===== config.mk =====
export PLATFORM = sky130hd
export DESIGN_NAME = apb_master
export DESIGN_NICKNAME = d
export VERILOG_FILES = /design/src/rtl/apb_master.sv
export SDC_FILE = /design/constraint.sdc
export NUM_CORES = 1
export LEC_CHECK = 0
export BUFFER_PORTS_ARGS = -buffer_cell sky130_fd_sc_hd__buf_2
export CORE_ASPECT_RATIO = 0.5
export CORE_MARGIN = 2
export CORE_UTILIZATION = 40
export CTS_CLUSTER_DIAMETER = 50
export DETAILED_ROUTE_END_ITERATION = 8
export GPL_ROUTABILITY_DRIVEN = 0
export GPL_TIMING_DRIVEN = 0
export PLACE_DENSITY = 0.68
export SLEW_MARGIN = 40
export SYNTH_ARGS = -nofsm -noshare
export SYNTH_HDL_FRONTEND = slang
export SYNTH_SLANG_ARGS = --single-unit

===== constraint.sdc =====
create_clock -name pclk -period 2 [get_ports pclk]
set_input_delay 0.6 -clock pclk [delete_from_list [all_inputs] [get_ports pclk]]
set_output_delay 0.6 -clock pclk [all_outputs]
set_load 0.01 [all_outputs]

===== src/rtl/apb_master.sv =====
// APB initiator: turns single-beat local commands into SETUP/ACCESS
// transfers and returns a one-cycle response (read data or timeout).
module apb_master #(
    parameter int BITWIDTH  = 8,
    parameter int ADDRWIDTH = 2,
    parameter int TIMEOUT   = 16
) (
    input  logic                 pclk,
    input  logic                 presetn,
    input  logic                 cmd_valid,
    output logic                 cmd_ready,
    input  logic                 cmd_write,
    input  logic [ADDRWIDTH-1:0] cmd_addr,
    input  logic [BITWIDTH-1:0]  cmd_wdata,
    output logic                 rsp_valid,
    output logic                 rsp_err,
    output logic [BITWIDTH-1:0]  rsp_rdata,
    output logic                 psel,
    output logic                 penable,
    output logic [ADDRWIDTH-1:0] paddr,
    output logic                 pwrite,
    output logic [BITWIDTH-1:0]  pwdata,
    input  logic [BITWIDTH-1:0]  prdata,
    input  logic                 pready
);

    typedef enum logic [1:0] {
        ST_IDLE,
        ST_SETUP,
        ST_ACCESS
    } state_t;

    localparam logic [7:0] LP_TLAST = 8'(TIMEOUT - 1);

    state_t                r_state;
    state_t                w_state_nxt;
    logic                  r_cmd_ready;
    logic                  r_psel;
    logic                  r_penable;
    logic [ADDRWIDTH-1:0]  r_paddr;
    logic                  r_pwrite;
    logic [BITWIDTH-1:0]   r_pwdata;
    logic                  r_rsp_valid;
    logic                  r_rsp_err;
    logic [BITWIDTH-1:0]   r_rsp_rdata;
    logic [7:0]            r_cnt;

    logic [ADDRWIDTH-1:0]  w_paddr;
    logic                  w_pwrite;
    logic [BITWIDTH-1:0]   w_pwdata;
    logic                  w_rsp_valid;
    logic                  w_rsp_err;
    logic [BITWIDTH-1:0]   w_rsp_rdata;
    logic [7:0]            w_cnt;

    always_ff @(posedge pclk or negedge presetn) begin
        if (!presetn) begin
            r_state <= ST_IDLE;
        end else begin
            r_state <= w_state_nxt;
        end
    end

    always_comb begin
        w_state_nxt = r_state;
        w_paddr     = r_paddr;
        w_pwrite    = r_pwrite;
        w_pwdata    = r_pwdata;
        w_rsp_valid = 1'b0;
        w_rsp_err   = 1'b0;
        w_rsp_rdata = r_rsp_rdata;
        w_cnt       = r_cnt;
        unique case (r_state)
            ST_IDLE: begin
                if (cmd_valid) begin
                    w_paddr     = cmd_addr;
                    w_pwrite    = cmd_write;
                    w_pwdata    = cmd_wdata;
                    w_state_nxt = ST_SETUP;
                end
            end
            ST_SETUP: begin
                w_cnt       = 8'd0;
                w_state_nxt = ST_ACCESS;
            end
            ST_ACCESS: begin
                // A ready slave wins over an expiring wait budget.
                if (pready) begin
                    w_state_nxt = ST_IDLE;
                    w_rsp_valid = 1'b1;
                    if (!r_pwrite) begin
                        w_rsp_rdata = prdata;
                    end
                end else if (r_cnt == LP_TLAST) begin
                    w_state_nxt = ST_IDLE;
                    w_rsp_valid = 1'b1;
                    w_rsp_err   = 1'b1;
                end else begin
                    w_cnt = r_cnt + 8'd1;
                end
            end
            default: begin
                w_state_nxt = ST_IDLE;
            end
        endcase
    end

    always_ff @(posedge pclk or negedge presetn) begin
        if (!presetn) begin
            r_cmd_ready <= 1'b1;
            r_psel      <= 1'b0;
            r_penable   <= 1'b0;
            r_paddr     <= '0;
            r_pwrite    <= 1'b0;
            r_pwdata    <= '0;
            r_rsp_valid <= 1'b0;
            r_rsp_err   <= 1'b0;
            r_rsp_rdata <= '0;
            r_cnt       <= 8'd0;
        end else begin
            r_cmd_ready <= (w_state_nxt == ST_IDLE);
            r_psel      <= (w_state_nxt != ST_IDLE);
            r_penable   <= (w_state_nxt == ST_ACCESS);
            r_paddr     <= w_paddr;
            r_pwrite    <= w_pwrite;
            r_pwdata    <= w_pwdata;
            r_rsp_valid <= w_rsp_valid;
            r_rsp_err   <= w_rsp_err;
            r_rsp_rdata <= w_rsp_rdata;
            r_cnt       <= w_cnt;
        end
    end

    assign cmd_ready = r_cmd_ready;
    assign psel      = r_psel;
    assign penable   = r_penable;
    assign paddr     = r_paddr;
    assign pwrite    = r_pwrite;
    assign pwdata    = r_pwdata;
    assign rsp_valid = r_rsp_valid;
    assign rsp_err   = r_rsp_err;
    assign rsp_rdata = r_rsp_rdata;

endmodule

==> flow_summary.json, run 1 <==
{
  "status": "finished clean",
  "ff2ff_setup_slack_ps": 250,
  "grt.overflow.total": 0,
  "grt_usage": 0.1340,
  "fin_ws_ps": 247.2,
  "crit_type": "reg2reg",
  "worstMarginPinSlew_ps": 446.8,
  "initial_core_util": 0.4096,
  "post-place-ws_ps": -209.0,
  "antennaDiodeCount": 0,
  "synthesis.area_um2": 1384,
  "tns_ps": 0,
  "wirelength_um": 2503,
  "pwr-share-seq": 0.451,
  "cts_made_buffers": 5,
  "fin_area_um2": 1765,
  "core_um2": 3378,
  "synthTopCellsByArea": "dfrtp_1, mux2_2, nand3_1",
  "relSlewSlack": 0.7009,
  "die_x_um": 87.18,
  "dpl_cell_area_um2": 1667,
  "drive_gt1_frac": 0.5325,
  "clockRootBuffer": "clkbuf_8",
  "via_per_inst": 4.913,
  "io_buffers": 46,
  "p_comb_frac": 0.336,
  "setup_viol": 0,
  "clock_sinks": 34,
  "ant_nets": 0,
  "io-pin-count": 47,
  "via_count": 963,
  "rsz0062_at_grt": "false",
  "start_kind": "flop",
  "grt_pass1_wl_um": 3864,
  "synth_top_cell_area_share": 0.5967,
  "synthCells": 100,
  "leakagePower_uw": 0.0008581,
  "internal_power_uw": 1663,
  "drt_iter0_markers": 46,
  "post-dp-hpwl_um": 1828,
  "hold_ws_ps": 247.9,
  "reg2reg_to": "r_cnt[3]",
  "dieArea_um2": 3975,
  "ys_seq_area_frac": 0.6157,
  "critical_path.endpoint_type": "flop",
  "grt_pass1_vias": 872,
  "hold_viol": 0,
  "drcViolationCount": 0,
  "clock_skew_ps": 8.315,
  "power_density_nw_per_um2": 1379,
  "ctsLongestPathBuffers": 2,
  "switching_share": 0.3168,
  "r2r-start": "r_cnt[4]",
  "worstPathArrival_ps": 1950,
  "wl_per_cell_um": 12.77,
  "path_clk_slew_ps": 70,
  "grt_max_degree": 35,
  "yosys.area.top_type": "dfrtp_1",
  "area_growth_pct": 27.58,
  "insertion_delay_ps": 280,
  "antenna_found_initial": 0,
  "worst_hold_path_type": "in2async",
  "synth_fp_nets": 124,
  "cp_max_fo": 7,
  "clkPwrFrac": 0.213,
  "h-tree-depth": 2,
  "max_freq_mhz": 570.5,
  "rows": 15,
  "post-route-period-util": 0.8764,
  "cts_hold_buf": 0,
  "syn_area_per_cell_um2": 13.84,
  "ys_warn_count": 0,
  "drv_cap": 0,
  "final_nets": 177,
  "dieHeight_um": 45.59,
  "slew_violations": 0,
  "p_sw_uw": 771.1,
  "ys_ff_latch": 34,
  "cts_tree": "yes",
  "ir_drop_mv": 0.6391,
  "finalPower_uw": 2434,
  "period_minus_slack_ps": 1753,
  "ys_types": 28,
  "reg2regPathDepth": 5,
  "drt_pass1_iterations": 4,
  "crit_required_ps": 2200
}
[cell usage after synthesis]
master / instances
nand3_1: 7
mux2_2: 19
o31ai_1: 3
or2_1: 1
inv_1: 3
buf_2: 1
dfstp_2: 1
a211o_1: 2
clkbuf_1: 1
nor4_1: 1
o21ai_0: 2
nor3b_1: 4
nand2_1: 1
or4_4: 1
nor3b_2: 1
o21ai_4: 1
and2_4: 1
nor3_1: 2
nor2_1: 3
and3_1: 2
inv_2: 1
o221ai_2: 1
ha_1: 1
o211ai_1: 2
or3b_2: 1
dfrtp_1: 33
nor4bb_1: 1
nand2b_1: 3
[cell families (layout without fill, tap and decap cells)]
| kind of cell | Yosys count | in the layout | synth area share |
|---|---|---|---|
| flip-flops | 34 | 34 | 0.6157 |
| AND/OR/NAND/NOR | 29 | 29 | 0.1338 |
| multiplexers | 19 | 19 | 0.1546 |
| adder cells (fa/ha/maj) | 1 | 1 | 0.009040 |
| AO/OA/AOI/OAI | 11 | 11 | 0.06962 |
| buffers and inverters | 6 | 60 | 0.01717 |
[registers in the layout, indices dropped and copies added, names as in the netlist]
name / count
rsp_err: 1
rsp_rdata: 8
r_cnt: 8
pwdata: 8
paddr: 2
psel: 1
pwrite: 1
r_state: 2
rsp_valid: 1
penable: 1
cmd_ready: 1
[power by group through the flow]
stage	clock network (µW)	logic, µW	registers [µW]
after floorplan	0	381	1210
after global placement	0	817	1090
after detailed placement	0	828	1110
after CTS	536	835	1100
after global routing	560	909	1130
final	517	819	1100
[area by class of cell]
cell class,instances,area [µm²]
fillers,304,1613
flip-flops and latches,34,852.1
repair buffers,46,232.7
clock inverters,1,5.005
well taps,42,52.55
multi-input cells,60,513.0
inverters,4,15.01
clock buffers,7,86.33
plain buffers,2,8.758
[cells in the final DEF, fill, tap and decap left out, types with 2 or more instances in the layout]
cell / netlist / routed
inv_1: 3 / 3
nor2_1: 3 / 3
and3_1: 2 / 2
mux2_2: 19 / 19
o21ai_0: 2 / 2
o31ai_1: 3 / 3
a211o_1: 2 / 2
clkbuf_1: 1 / 2
clkbuf_8: 0 / 6
nand3_1: 7 / 7
nor3b_1: 4 / 3
nand2b_1: 3 / 3
nor3_1: 2 / 2
dfrtp_1: 33 / 33
o211ai_1: 2 / 2
nor3b_2: 1 / 2
buf_2: 1 / 46
[worst max-delay path: stages, from the launching register on]
cell      delay, ps
dfrtp_1         440
or4_4           580
o21ai_4         220
and2_4          220
inv_2            60
o221ai_2        150
[metrics by stage]
| step | utilization | std cells |
|---|---|---|
| final | 0.5226 | 196 |
| after global routing | 0.5226 | 196 |
| after CTS | 0.5219 | 196 |
| after detailed placement | 0.4933 | 188 |
| after global placement | 0.4933 | 188 |
| after floorplan | - | 100 |
[what timing repair did]
item	CTS	global route
buffers inserted	0	0
endpoints found under the setup margin	1	0
resized for setup	1	0
[per-layer routing]
layer,vias to the layer above,GRT usage,part of all wire
met5,-,0,0
met4,0,0.06462,0.014
met3,5,0.04348,0.055
met2,31,0.2122,0.48
met1,459,0.1707,0.46
li1,468,-,-
[worst max path at each step]
stage / startpoint / endpoint / slack, ps / cells after the start
floorplan: cmd_valid / paddr[0] / 220 / 3
global placement: cmd_valid / paddr[0] / -150 / 4
detailed placement: cmd_valid / pwrite / -210 / 4
CTS: r_cnt[4] / r_cnt[3] / 250 / 5
global route: r_cnt[4] / r_cnt[3] / 130 / 5
finish: r_cnt[4] / r_cnt[3] / 250 / 5
Note: power is estimated with default switching activity, not from simulation.
==> inputs of run 2 (changes only) <==
--- a/config.mk
+++ b/config.mk
@@ -5,15 +5,15 @@
 export SDC_FILE = /design/constraint.sdc
 export NUM_CORES = 1
 export LEC_CHECK = 0
-export BUFFER_PORTS_ARGS = -buffer_cell sky130_fd_sc_hd__buf_2
 export CORE_ASPECT_RATIO = 0.5
 export CORE_MARGIN = 2
 export CORE_UTILIZATION = 40
 export CTS_CLUSTER_DIAMETER = 50
 export DETAILED_ROUTE_END_ITERATION = 8
+export DONT_BUFFER_PORTS = 1
 export GPL_ROUTABILITY_DRIVEN = 0
 export GPL_TIMING_DRIVEN = 0
-export PLACE_DENSITY = 0.68
+export PLACE_DENSITY = 0.56
 export SLEW_MARGIN = 40
 export SYNTH_ARGS = -nofsm -noshare
 export SYNTH_HDL_FRONTEND = slang
==> flow_summary.json, run 2 (synthesized netlist as in run 1, its figures left out) <==
{
  "cp_top_family": "simple AND/OR/NAND/NOR gates",
  "grt_max_degree": 27,
  "drt_pass1_iterations": 4,
  "final_nets": 133,
  "h-tree-depth": 2,
  "max_freq_mhz": 575.2,
  "reg2regPathDepth": 5,
  "slew_violations": 0,
  "via_per_inst": 5.217,
  "area_growth_pct": 12.93,
  "grt_pass1_vias": 703,
  "drt_iter0_markers": 41,
  "relSlewSlack": 0.7149,
  "power_density_nw_per_um2": 1411,
  "crit_path_top_delay_cell": "or4_4",
  "die_x_um": 87.18,
  "clock_skew_ps": 3.490,
  "grt_pass1_wl_um": 3401,
  "io-pin-count": 47,
  "cts_setup_buffers": 0,
  "crit_type": "reg2reg",
  "drive_gt1_frac": 0.3364,
  "ff2ff_setup_slack_ps": 260,
  "fillCellCount": 303,
  "rows": 15,
  "hold_ws_ps": 131.4,
  "worstPathArrival_ps": 1930,
  "post-route-period-util": 0.8692,
  "clock_sinks": 34,
  "period_minus_slack_ps": 1738,
  "post-place-ws_ps": -108.7,
  "via_count": 793,
  "ctsResizeCount": 0,
  "crit_required_ps": 2200,
  "ir_drop_mv": 0.5770,
  "status": "finished clean",
  "antennaDiodeCount": 0,
  "ant_nets": 0,
  "core_um2": 3378,
  "drv_cap": 0,
  "ctsLongestPathBuffers": 2,
  "cp-endpoint": "r_cnt[3]",
  "r2r-start": "r_cnt[4]",
  "fin_ws_ps": 261.6,
  "clockRootBuffer": "clkbuf_8",
  "wl_per_cell_um": 14.87,
  "dieArea_um2": 3975,
  "crit_cells": 5,
  "final_cell_mix": "dfrtp_1, mux2_2, nand3_1",
  "rsz0062_at_grt": "false",
  "insertion_delay_ps": 270,
  "antenna_found_initial": 0,
  "cts_hold_buf": 1,
  "grt_usage": 0.1177,
  "post-route-util": 0.4626,
  "hold_viol": 0,
  "start_kind": "flop",
  "worst-path-buf-inv": 1,
  "cts_tree": "yes",
  "setup_viol": 0,
  "wirelength_um": 2260,
  "dieHeight_um": 45.59,
  "crit_start": "r_cnt[4]",
  "io_buffers": 0,
  "initial_core_util": 0.4096,
  "worst_hold_path_type": "in2async",
  "reg2reg_to": "r_cnt[3]",
  "tns_ps": 0,
  "grt.overflow.total": 0,
  "drcViolationCount": 0,
  "cpPeakStageDelay_ps": 590,
  "cp_cell_sequence": "or4_4 > o21ai_4 > and2_4 > inv_2 > o221ai_2",
  "critical_path.endpoint_type": "flop",
  "worstMarginPinSlew_ps": 425.8,
  "layout_commonest_cell": "dfrtp_1",
  "leakagePower_uw": 0.0006840,
  "path_clk_slew_ps": 70,
  "cts_made_buffers": 5,
  "post-dp-hpwl_um": 1545,
  "cp_max_fo": 7
}
run 2: changes by cell type in the layout (fill, tap and decap cells not counted):
cell / delta
buf_2: -45
buf_12: +1
buf_4: -1
dlygate4sd3_1: +1
run 2: report_power, final:
group | total, µW | internal (µW) | switching (µW)
logic | 451 | 264 | 186
registers | 1250 | 962 | 285
clock network | 508 | 277 | 231
total | 2200 | 1500 | 701
run 2: cell type report:
cell class / count / area (µm²) / area share
Tap cell: 42 / 52.55 / 0.03363
Clock buffer: 7 / 86.33 / 0.05524
Multi-Input combinational cell: 60 / 513.0 / 0.3283
Inverter: 4 / 15.01 / 0.009608
Timing Repair Buffer: 2 / 30.03 / 0.01922
Clock inverter: 1 / 5.005 / 0.003203
Sequential cell: 34 / 852.1 / 0.5452
Buffer: 2 / 8.758 / 0.005604
run 2: worst reg2reg max path, stage by stage (launching register included):
cell      delay [ps]
dfrtp_1          440
or4_4            590
o21ai_4          230
and2_4           220
inv_2             50
o221ai_2         140
run 2: worst min path at each step:
stage,slack [ps],start,endpoint,cells after the start
after global routing,120,presetn,rsp_rdata[6],1
after floorplan,300,presetn,paddr[0],0
after global placement,310,presetn,rsp_rdata[1],0
after CTS,0.7,presetn,pwdata[4],0
final,130,presetn,rsp_rdata[1],1
after detailed placement,300,presetn,rsp_rdata[1],0
run 2: metrics by stage:
step	instances	instance area (µm²)	total power, µW
final	152	1563	2205
after CTS	151	1538	2224
after detailed placement	142	1436	1702
after global placement	142	1436	1691
after global routing	152	1563	2349
after floorplan	100	1384	1595
run 2: layer usage:
metal / vias to the layer above / wire, µm / GRT usage
met5: - / 0 / 0
met4: 0 / 10 / 0.03692
met3: 2 / 212 / 0.06159
met2: 32 / 918 / 0.1557
met1: 377 / 1119 / 0.1651
li1: 382 / - / -
==> inputs of run 3 (changes only) <==
--- a/config.mk
+++ b/config.mk
@@ -12,7 +12,6 @@
 export DETAILED_ROUTE_END_ITERATION = 8
 export DONT_BUFFER_PORTS = 1
 export GPL_ROUTABILITY_DRIVEN = 0
-export GPL_TIMING_DRIVEN = 0
 export PLACE_DENSITY = 0.56
 export SLEW_MARGIN = 40
 export SYNTH_ARGS = -nofsm -noshare
==> flow_summary.json, run 3 (synthesized netlist as in run 1, its figures left out) <==
{
  "status": "finished clean",
  "io_buffers": 0,
  "rsz0062_at_grt": "false",
  "slew_violations": 0,
  "dieArea_um2": 3975,
  "final_cell_mix": "dfrtp_1, mux2_2, nand3_1",
  "via_count": 838,
  "setup_viol": 0,
  "power_density_nw_per_um2": 1425,
  "grt_max_degree": 28,
  "initial_core_util": 0.4096,
  "final_nets": 133,
  "area_growth_pct": 13.65,
  "grt_pass1_vias": 857,
  "finalPower_uw": 2241,
  "tns_ps": 0,
  "antenna_found_initial": 0,
  "ir_drop_mv": 0.6030,
  "grt.overflow.total": 0,
  "wl_per_cell_um": 16.30,
  "worst_hold_path_type": "in2async",
  "drt_pass1_iterations": 4,
  "fillCellCount": 316,
  "cp_max_fo": 7,
  "drv_cap": 0,
  "drive_gt1_frac": 0.3545,
  "h-tree-depth": 2,
  "clock_skew_ps": 6.312,
  "ant_nets": 0,
  "ctsLongestPathBuffers": 2,
  "antennaDiodeCount": 0,
  "leakagePower_uw": 0.0006875,
  "worstPathArrival_ps": 1930,
  "insertion_delay_ps": 280,
  "relSlewSlack": 0.7371,
  "critical_path.endpoint_type": "flop",
  "hold_viol": 0,
  "period_minus_slack_ps": 1733,
  "worstMarginPinSlew_ps": 392.7,
  "grt_usage": 0.1306,
  "start_kind": "flop",
  "wirelength_um": 2477,
  "post-route-period-util": 0.8664,
  "crit_type": "reg2reg",
  "max_freq_mhz": 577.1,
  "clock_sinks": 34,
  "post-route-util": 0.4656,
  "via_per_inst": 5.513,
  "hold_ws_ps": 124.8,
  "io-pin-count": 47,
  "clockRootBuffer": "clkbuf_8",
  "post-dp-hpwl_um": 1755,
  "drcViolationCount": 0,
  "register_area_um2": 852.1,
  "path_clk_slew_ps": 70,
  "core_um2": 3378,
  "drt_iter0_markers": 28,
  "dieHeight_um": 45.59,
  "die_x_um": 87.18,
  "cts_setup_buffers": 0,
  "grt_pass1_wl_um": 3822,
  "layout_commonest_cell": "dfrtp_1",
  "dpl.cell_count": 142,
  "rows": 15,
  "cts_made_buffers": 5,
  "cts_tree": "yes",
  "fin_cells": 152,
  "cts_hold_buf": 1,
  "ctsResizeCount": 0,
  "multi_input_area_um2": 513.0,
  "crit_required_ps": 2200
}
run 3: cell count changes in the layout (fill, tap and decap cells not counted):
cell	previous run	this run
clkinvlp_4	0	1
buf_4	0	2
clkbuf_1	2	0
buf_2	1	0
run 3: final timing paths:
kind	slack, ps	start	cells past startpoint	end
min in group pclk	470	prdata[5]	1	rsp_rdata[5]
max in group asynchronous	1130	presetn	1	r_cnt[4]
hold / removal	120	presetn	1	rsp_rdata[6]
setup / recovery	270	r_cnt[4]	5	r_cnt[3]
hold reg to reg	530	r_cnt[1]	2	r_cnt[1]
setup reg to reg	270	r_cnt[4]	5	r_cnt[3]
run 3: power by group:
| part | switching (µW) | total, µW | leakage, µW | internal [µW] |
|---|---|---|---|---|
| clock network | 247 | 524 | 0.0000472 | 277 |
| logic | 189 | 462 | 0.000217 | 273 |
| registers | 295 | 1260 | 0.000423 | 961 |
run 3: layer usage:
layer,wire (µm),GRT usage
met1,1047,0.1538
met2,1215,0.2076
met3,214,0.06884
met4,0,0.04923
met5,0,0
run 3: cell type report:
| type | count | share of cell area |
|---|---|---|
| Clock inverter | 2 | 0.007955 |
| Tap cell | 42 | 0.03341 |
| Multi-Input combinational cell | 60 | 0.3262 |
| Sequential cell | 34 | 0.5418 |
| Inverter | 4 | 0.009547 |
| Clock buffer | 6 | 0.05251 |
| Timing Repair Buffer | 4 | 0.02864 |
run 3: metrics by stage:
step / cell area (µm²) / setup WS (ps)
finish: 1573 / 267.2
global placement: 1448 / 250.4
global route: 1573 / 195.7
floorplan: 1384 / 223.9
detailed placement: 1448 / 216.9
CTS: 1563 / 263.8
run 3: worst max-delay path: stages (launching register included):
cell and delay, ps:
dfrtp_1 430, or4_4 590, o21ai_4 220, and2_4 210, inv_2 50, o221ai_2 150
